`config.mk`:
```
export PLATFORM = sky130hd
export DESIGN_NAME = cordic_cos_scheduler
export DESIGN_NICKNAME = d
export VERILOG_FILES = /design/src/rtl/cordic_cos_scheduler.sv
export SDC_FILE = /design/constraint.sdc
export NUM_CORES = 1
export LEC_CHECK = 0
export ABC_CLOCK_PERIOD_IN_PS = 2500
export CORE_UTILIZATION = 42
export CTS_CLUSTER_SIZE = 30
export DETAILED_ROUTE_END_ITERATION = 16
export PLACE_DENSITY_LB_ADDON = 0.2
export SETUP_SLACK_MARGIN = 0.2
export SLEW_MARGIN = 20
export SYNTH_ARGS = -nofsm -noshare
export SYNTH_HDL_FRONTEND = slang
export SYNTH_SLANG_ARGS = --single-unit
```
`constraint.sdc`:
```
create_clock -name clock -period 2.5 [get_ports clock]
set_input_delay 0.5 -clock clock [delete_from_list [all_inputs] [get_ports clock]]
set_output_delay 0.5 -clock clock [all_outputs]
set_load 0.005 [all_outputs]
```
`src/rtl/cordic_cos_scheduler.sv`:
```
// rtl/cordic_cos_scheduler.sv - two-requester round-robin sequencer for the iterative CORDIC cosine core
// Operands pass through untouched; the core is cleared, run for LATENCY enabled cycles, then held.
module cordic_cos_scheduler #(
  parameter int LATENCY = 10,
  parameter int CNT_W   = 8
) (
  input  logic              clock,
  input  logic              aclr,
  input  logic              req0_valid,
  input  logic [31:0]       req0_dataa,
  output logic              req0_ready,
  output logic              rsp0_valid,
  output logic [31:0]       rsp0_result,
  input  logic              rsp0_ready,
  input  logic              req1_valid,
  input  logic [31:0]       req1_dataa,
  output logic              req1_ready,
  output logic              rsp1_valid,
  output logic [31:0]       rsp1_result,
  input  logic              rsp1_ready,
  output logic              core_clr,
  output logic              core_clk_en,
  output logic [31:0]       core_dataa,
  input  logic [31:0]       core_result,
  output logic              busy,
  output logic              owner
);

  localparam logic [1:0] S_IDLE = 2'd0;
  localparam logic [1:0] S_LOAD = 2'd1;
  localparam logic [1:0] S_RUN  = 2'd2;
  localparam logic [1:0] S_DONE = 2'd3;

  localparam logic [CNT_W-1:0] CNT_LAST = CNT_W'(LATENCY - 1);

  logic [1:0]       state_q, state_d;
  logic [CNT_W-1:0] cnt_q, cnt_d;
  logic             last_q, last_d;
  logic             owner_q, owner_d;
  logic [31:0]      core_dataa_q, core_dataa_d;
  logic [31:0]      rsp0_result_q, rsp0_result_d;
  logic [31:0]      rsp1_result_q, rsp1_result_d;

  logic             st_idle;
  logic             st_done;
  logic             grant0;
  logic             grant1;
  logic             rsp_taken;

  // last_q holds the requester served most recently; a tie goes to the other one.
  always_comb begin
    st_idle = (state_q == S_IDLE);
    st_done = (state_q == S_DONE);
    grant1  = req1_valid & (~req0_valid | ~last_q);
    grant0  = req0_valid & ~grant1;
    rsp_taken = owner_q ? rsp1_ready : rsp0_ready;
  end

  always_comb begin
    state_d       = state_q;
    cnt_d         = cnt_q;
    last_d        = last_q;
    owner_d       = owner_q;
    core_dataa_d  = core_dataa_q;
    rsp0_result_d = rsp0_result_q;
    rsp1_result_d = rsp1_result_q;
    case (state_q)
      S_IDLE: begin
        if (grant0 | grant1) begin
          core_dataa_d = grant1 ? req1_dataa : req0_dataa;
          owner_d      = grant1;
          state_d      = S_LOAD;
        end
      end
      S_LOAD: begin
        cnt_d   = '0;
        state_d = S_RUN;
      end
      S_RUN: begin
        cnt_d = cnt_q + CNT_W'(1);
        if (cnt_q == CNT_LAST) begin
          if (owner_q) begin
            rsp1_result_d = core_result;
          end else begin
            rsp0_result_d = core_result;
          end
          last_d  = owner_q;
          state_d = S_DONE;
        end
      end
      default: begin
        if (rsp_taken) begin
          state_d = S_IDLE;
        end
      end
    endcase
  end

  always_ff @(posedge clock or negedge aclr) begin
    if (!aclr) begin
      state_q       <= S_IDLE;
      cnt_q         <= '0;
      last_q        <= 1'b1;
      owner_q       <= 1'b0;
      core_dataa_q  <= '0;
      rsp0_result_q <= '0;
      rsp1_result_q <= '0;
    end else begin
      state_q       <= state_d;
      cnt_q         <= cnt_d;
      last_q        <= last_d;
      owner_q       <= owner_d;
      core_dataa_q  <= core_dataa_d;
      rsp0_result_q <= rsp0_result_d;
      rsp1_result_q <= rsp1_result_d;
    end
  end

  // Ready is gated by aclr so nothing handshakes while reset is held.
  always_comb begin
    req0_ready  = st_idle & aclr & grant0;
    req1_ready  = st_idle & aclr & grant1;
    rsp0_valid  = st_done & ~owner_q;
    rsp1_valid  = st_done & owner_q;
    rsp0_result = rsp0_result_q;
    rsp1_result = rsp1_result_q;
    core_clr    = st_idle | (state_q == S_LOAD);
    core_clk_en = (state_q == S_RUN);
    core_dataa  = core_dataa_q;
    busy        = ~st_idle;
    owner       = owner_q;
  end

endmodule

```
==> summary.md, run 1 <==
| Metric | Value |
|---|---|
| Slew Limit Fails | `0` |
| Vias per cell | `4.94` |
| Top cell type by total area after synthesis | `dfrtp_1` |
| Placed Cells | `688` |
| R2R setup slack | `580 ps` |
| Final setup viols | `0` |
| Vias in the first global route | `3632` |
| Clock latency on the worst-skew pair | `350 ps` |
| Routed WL | `10900 um` |
| Crit Path Class | `reg2out` |
| N_diodes | `0` |
| Number of flops mapped to enable cells by yosys | `0` |
| Routed vias | `3496` |
| # DRC | `0` |
| Syn avg cell area | `13.0 sq um` |
| Storage cell area | `2700 sq um` |
| Max cap viols | `0` |
| Peak VDD IR | `572 uV` |
| Die width | `107 um` |
| Worst setup SP type | `flip-flop` |
| Layout Skew | `15.3 ps` |
| CTS tree | `yes` |
| Sw Ratio | `30.6%` |
| Worst min path class | `in2async` |
| Critical Path RT | `2000 ps` |
| Final hold vios | `0` |
| Rel. slew slack | `38.6%` |
| Die height | `107 um` |
| # rows | `37` |
| CP max FO | `6` |
| Crit Reg-Reg Startpoint | `state_q[0]` |
| Warnings, synthesis | `0` |
| Layout cells sized above 1 | `18.9%` |
| CORE AREA | `10500 sq um` |
| Post-layout instance count excluding filler cells | `708` |
| Slew @ Worst Pin | `920 ps` |
| RePlAce Congestion | `0.790` |
| Max Freq | `0.453 GHz` |
| Synth top area share | `58.2%` |
| Share of power burned in registers | `43.0%` |
| Die Area | `11400 sq um` |
| Crit path DAT | `1710 ps` |
| Placed cell areas | `6820 sq um` |
| Synthesized flop and latch total | `108` |
| Gate power share | `40.3%` |
| TritonCTS Buffers | `9` |
| Synth Net Count | `462` |
| Net switching power | `1770 uW` |
| Remaining Overflow, GRT | `0` |
| Top post-synthesis cells by area | `dfrtp_1, mux2_2, mux2i_1` |
| Final net count | `676` |
| Worst r2r path cells | `7` |
| WL per Instance | `15.4 um` |
| Overall Power | `5770 uW` |
| Root Driver | `clkbuf_8` |
| Clock Pin Slew Worst Setup and Hold Paths | `110 ps` |
| Unrepaired setup endpoints after global routing | `true` |
| Global-route wire length before repair | `17500 um` |
| Internal cell power | `4010 uW` |
| Initial antenna violation count | `0` |
| Worst R2R End | `rsp0_result[11]` |
| Post-Syn Instances | `354` |
| GRT Overall Usage | `19.9%` |
| Tmin final | `2210 ps` |
| Area grow syn2layout | `53.2%` |
| Largest net degree at the start of global routing | `77` |
| Synth async-reset ratio | `100%` |
| IO Port Bufs | `205` |
| Max Buffers Root-to-Sink | `2` |
| Cell Area, Synth | `4600 sq um` |
| Lkg Pwr | `0.00306 uW` |
| # hold bufs at CTS | `0` |
| Clk sinks | `108` |
| Sequential cell area fraction in the yosys report | `58.8%` |
| Worst Setup End Kind | `output pin` |
| Multi-input gate area | `1790 sq um` |
| Setup TNS | `0 ps` |
| Layout Utilization | `67.4%` |
| First drt pass iteration count | `4` |
| Fillcell total | `831` |
| H-tree depth | `3` |
| Synth cell types | `36` |
| Power per cell area | `819 nW/um^2` |
| Post-synth top flop | `dfrtp_1` |
| IO Pins | `206` |
| Post-DP HPWL | `8160 um` |
| Starting Density | `44.0%` |
| Post-DRT Antenna Nets | `0` |
| Clock network fraction of total power | `16.7%` |
| Status | `completed` |
| Design area | `7050 sq um` |
| Final Cycle Share | `88.4%` |
| Iter 0 DRT Violations | `117` |
-- registers in the layout (all words and copies together) (netlist names) --
name         count
cnt_q            8
core_dataa      32
last_q           1
owner            1
rsp0_result     32
rsp1_result     32
state_q          2
-- worst max-delay path, cell delays in order (launching register included) --
cell and delay, ps:
dfrtp_1 370, inv_1 90, ha_4 190, buf_4 140, or2_2 310, dlygate4sd2_1 270
-- layer usage --
layer | GRT usage [%] | part of all wire, % | vias up
met1 | 24.2 | 42 | 1677
met5 | 0 | 0 | -
met2 | 32.9 | 47 | 150
met4 | 5.77 | 0.97 | 0
li1 | - | - | 1661
met3 | 7.54 | 9.9 | 8
-- final cells by class --
| cell class | instances | share of cell area (%) |
|---|---|---|
| Clock buffer | 9 | 1.76 |
| Clock inverter | 6 | 0.692 |
| Inverter | 6 | 0.319 |
| Multi-Input combinational cell | 221 | 25.4 |
| Sequential cell | 108 | 38.4 |
| Tap cell | 136 | 2.41 |
| Timing Repair Buffer | 222 | 31.1 |
-- power by group through the flow --
| stage | logic (uW) | registers [uW] | clock network, uW |
|---|---|---|---|
| 2_1_floorplan | 844 | 2520 | 0 |
| 3_3_place_gp | 2190 | 2500 | 0 |
| 3_5_place_dp | 2240 | 2520 | 0 |
| 4_1_cts | 2320 | 2490 | 993 |
| 5_1_grt | 2570 | 2550 | 1080 |
| 6_report | 2330 | 2480 | 963 |
-- metrics by stage --
step | setup WS, ps | hold WS [ps]
2_1_floorplan | 566 | 204
3_3_place_gp | 159 | 461
3_5_place_dp | 140 | 469
4_1_cts | 199 | 197
5_1_grt | 186 | 204
6_report | 291 | 196
-- worst max-delay path by stage --
stage                     startpoint  cells past startpoint  slack [ps]        endpoint
after floorplan           state_q[0]                      8         570  rsp0_result[0]
after global routing      state_q[0]                      4         190     core_clk_en
after global placement    req0_valid                      4         160      req1_ready
after detailed placement  req0_valid                      4         140      req1_ready
final                     state_q[1]                      5         290        core_clr
after CTS                 req1_valid                      5         200      req0_ready
-- cells in the final DEF, fill, tap and decap left out, drive strengths merged, types with 2 or more instances in the layout --
cell,netlist,routed
a21o,2,2
a21oi,3,3
buf,9,18
clkbuf,10,9
clkdlybuf4s50,0,200
clkinv,0,2
clkinvlp,0,2
dfrtp,107,107
dlygate4sd2,0,3
ha,6,6
inv,6,8
mux2,65,65
mux2i,35,35
nand2,41,41
nand3,5,5
nor2,6,6
nor2b,2,2
nor3,4,4
o21ai,38,38
-- cells in the mapped netlist (all sizes together) (2+ instances only) --
library cell / n
a21o: 2
a21oi: 3
buf: 9
clkbuf: 10
dfrtp: 107
ha: 6
inv: 6
mux2: 65
mux2i: 35
nand2: 41
nand3: 5
nor2: 6
nor2b: 2
nor3: 4
o21ai: 38
-- cell families after synthesis --
family | Yosys count | share of synthesized area (%)
AND/OR/NAND/NOR | 66 | 6.99
adder cells (fa/ha/maj) | 6 | 1.63
flip-flops | 108 | 58.8
buffers and inverters | 25 | 3.18
multiplexers | 100 | 23.5
AO/OA/AOI/OAI | 47 | 5.52
XOR/XNOR | 2 | 0.381
-- repair_timing --
| action | 4_1_cts | 5_1_grt |
|---|---|---|
| setup endpoints to repair | 4 | 2 |
| gates resized for setup | 5 | 4 |
| pin swaps | 1 | 1 |
| buffers inserted | 3 | 2 |
(Power assumes the default switching activity.)
==> run 2, diff against run 1 <==
ABC_CLOCK_PERIOD_IN_PS = 2100   (was 2500)
clock period = 2.1 ns   (was 2.5 ns; I/O delays follow)
==> run 2 against run 1 <==
Compared with the run above: non-clock buffer count rose by 19; critical path depth rose by 5; clock power rose by 33%; cell count rose by 2.8%; worst hold slack got worse by 41 ps; worst setup slack got worse by 180 ps; largest cell class unchanged; sequential power rose by 19%.
==> summary.md, run 2 (synthesis results as in run 1) <==
| Metric | Value |
|---|---|
| Root Driver | `clkbuf_8` |
| Design area | `7460 sq um` |
| Layout cells sized above 1 | `23.3%` |
| Final Cycle Share | `94.8%` |
| Tmin final | `1990 ps` |
| Final net count | `695` |
| Iter 0 DRT Violations | `139` |
| Die Area | `11400 sq um` |
| Dpl ws | `-108 ps` |
| Starting Density | `44.0%` |
| Worst R2R End | `rsp0_result[4]` |
| IO Port Bufs | `205` |
| # hold bufs at CTS | `0` |
| Remaining Overflow, GRT | `0` |
| Clock Pin Slew Worst Setup and Hold Paths | `100 ps` |
| Final hold vios | `0` |
| Global-route wire length before repair | `18700 um` |
| Crit Reg-Reg Startpoint | `state_q[1]` |
| Final setup viols | `0` |
| RePlAce Congestion | `0.813` |
| Clock latency on the worst-skew pair | `360 ps` |
| Post-DRT Antenna Nets | `0` |
| Largest net degree at the start of global routing | `109` |
| CP max FO | `7` |
| Routed WL | `12100 um` |
| Most common cell after layout, fill and taps aside | `clkdlybuf4s50_1` |
| Unrepaired setup endpoints after global routing | `true` |
| Peak VDD IR | `530 uV` |
| IO Pins | `206` |
| Power per cell area | `987 nW/um^2` |
| Layout Skew | `9.59 ps` |
| # DRC | `0` |
| Crit Path Class | `reg2reg` |
| Overall Power | `7370 uW` |
| Crit path DAT | `2250 ps` |
| Lkg Pwr | `0.00327 uW` |
| Die width | `107 um` |
| Rel. slew slack | `61.2%` |
| Die height | `107 um` |
| Most frequent cells in the layout | `clkdlybuf4s50_1, dfrtp_1, mux2_2, nand2_1, o21ai_0` |
| Vias in the first global route | `3671` |
| H-tree depth | `3` |
| Initial antenna violation count | `0` |
| Clk sinks | `108` |
| Vias per cell | `4.89` |
| First drt pass iteration count | `4` |
| Worst Slack Setup Final | `109 ps` |
| GRT Overall Usage | `21.3%` |
| Setup TNS | `0 ps` |
| Critical Path RT | `2360 ps` |
| Worst min path class | `in2async` |
| Routed vias | `3563` |
| Worst Setup End Kind | `flip-flop` |
| Worst setup SP type | `flip-flop` |
| Max cap viols | `0` |
| Slew Limit Fails | `0` |
| CTS tree | `yes` |
| R2R setup slack | `110 ps` |
| Slew @ Worst Pin | `582 ps` |
| Placed cell areas | `6860 sq um` |
| Area grow syn2layout | `62.2%` |
| Fillcell total | `764` |
| Status | `completed` |
| WL per Instance | `16.6 um` |
| CORE AREA | `10500 sq um` |
| Worst r2r path cells | `10` |
| Post-DP HPWL | `8310 um` |
| # rows | `37` |
| Max Buffers Root-to-Sink | `2` |
| Max Freq | `0.502 GHz` |
| N_diodes | `0` |
| TritonCTS Buffers | `9` |
[run 2: changes by cell type in the layout (fill, tap and decap cells not counted), moves of 3 or more]
cell | previous run | this run
buf_12 | 1 | 7
buf_4 | 16 | 21
buf_6 | 1 | 7
clkdlybuf4s50_1 | 200 | 197
mux2_2 | 64 | 44
mux2_4 | 0 | 20
[run 2: what timing repair did]
item / CTS / global route
setup buffers: 16 / 6
pin swaps: 4 / 5
resized for setup: 33 / 32
gates cloned: 1 / 2
setup endpoints to repair: 58 / 71
[run 2: layout make-up]
cell class,instances,area [sq um],area share (%)
Inverter,6,25.0,0.335
Tap cell,136,170,2.28
Clock inverter,5,60.1,0.805
Sequential cell,108,2710,36.2
Clock buffer,11,141,1.89
Multi-Input combinational cell,221,1890,25.3
Timing Repair Buffer,241,2470,33.1
[run 2: worst max-delay path, stage by stage (launching register included)]
cell and delay (ps):
dfrtp_1 390, buf_6 110, buf_6 90, ha_4 120, nor4b_4 230, nand2_2 120
nor2_4 130, buf_12 140, buf_12 110, buf_16 120, mux2_2 330
[run 2: worst max path at each step]
stage | from | cells past startpoint | end | slack [ps]
2_1_floorplan | state_q[0] | 8 | rsp0_result[0] | 210
3_3_place_gp | req0_valid | 4 | req1_ready | -90
3_5_place_dp | req0_valid | 4 | req1_ready | -110
4_1_cts | state_q[1] | 6 | req1_ready | 70
5_1_grt | cnt_q[1] | 9 | rsp0_result[5] | 40
6_report | state_q[1] | 10 | rsp0_result[4] | 110
[run 2: stage by stage]
stage	utilization [%]	std cells	hold WS, ps
final	71.3	728	156
after global routing	71.3	728	203
after CTS	69.5	720	191
after detailed placement	65.6	687	470
after global placement	65.6	687	462
after floorplan	-	354	124
[run 2: per-layer routing]
| layer | vias to the layer above | share of wire (%) | track usage, % |
|---|---|---|---|
| met2 | 162 | 47 | 35.5 |
| met4 | 0 | 1.6 | 7.34 |
| li1 | 1692 | - | - |
| met5 | - | 0 | 0 |
| met1 | 1691 | 42 | 25.2 |
| met3 | 18 | 10 | 8.27 |
[run 2: power breakdown]
group          leakage, uW  internal, uW  switching (uW)
clock network    0.0000999           590             694
registers          0.00130          2630             326
logic              0.00187          1960            1170
total              0.00327          5180            2190
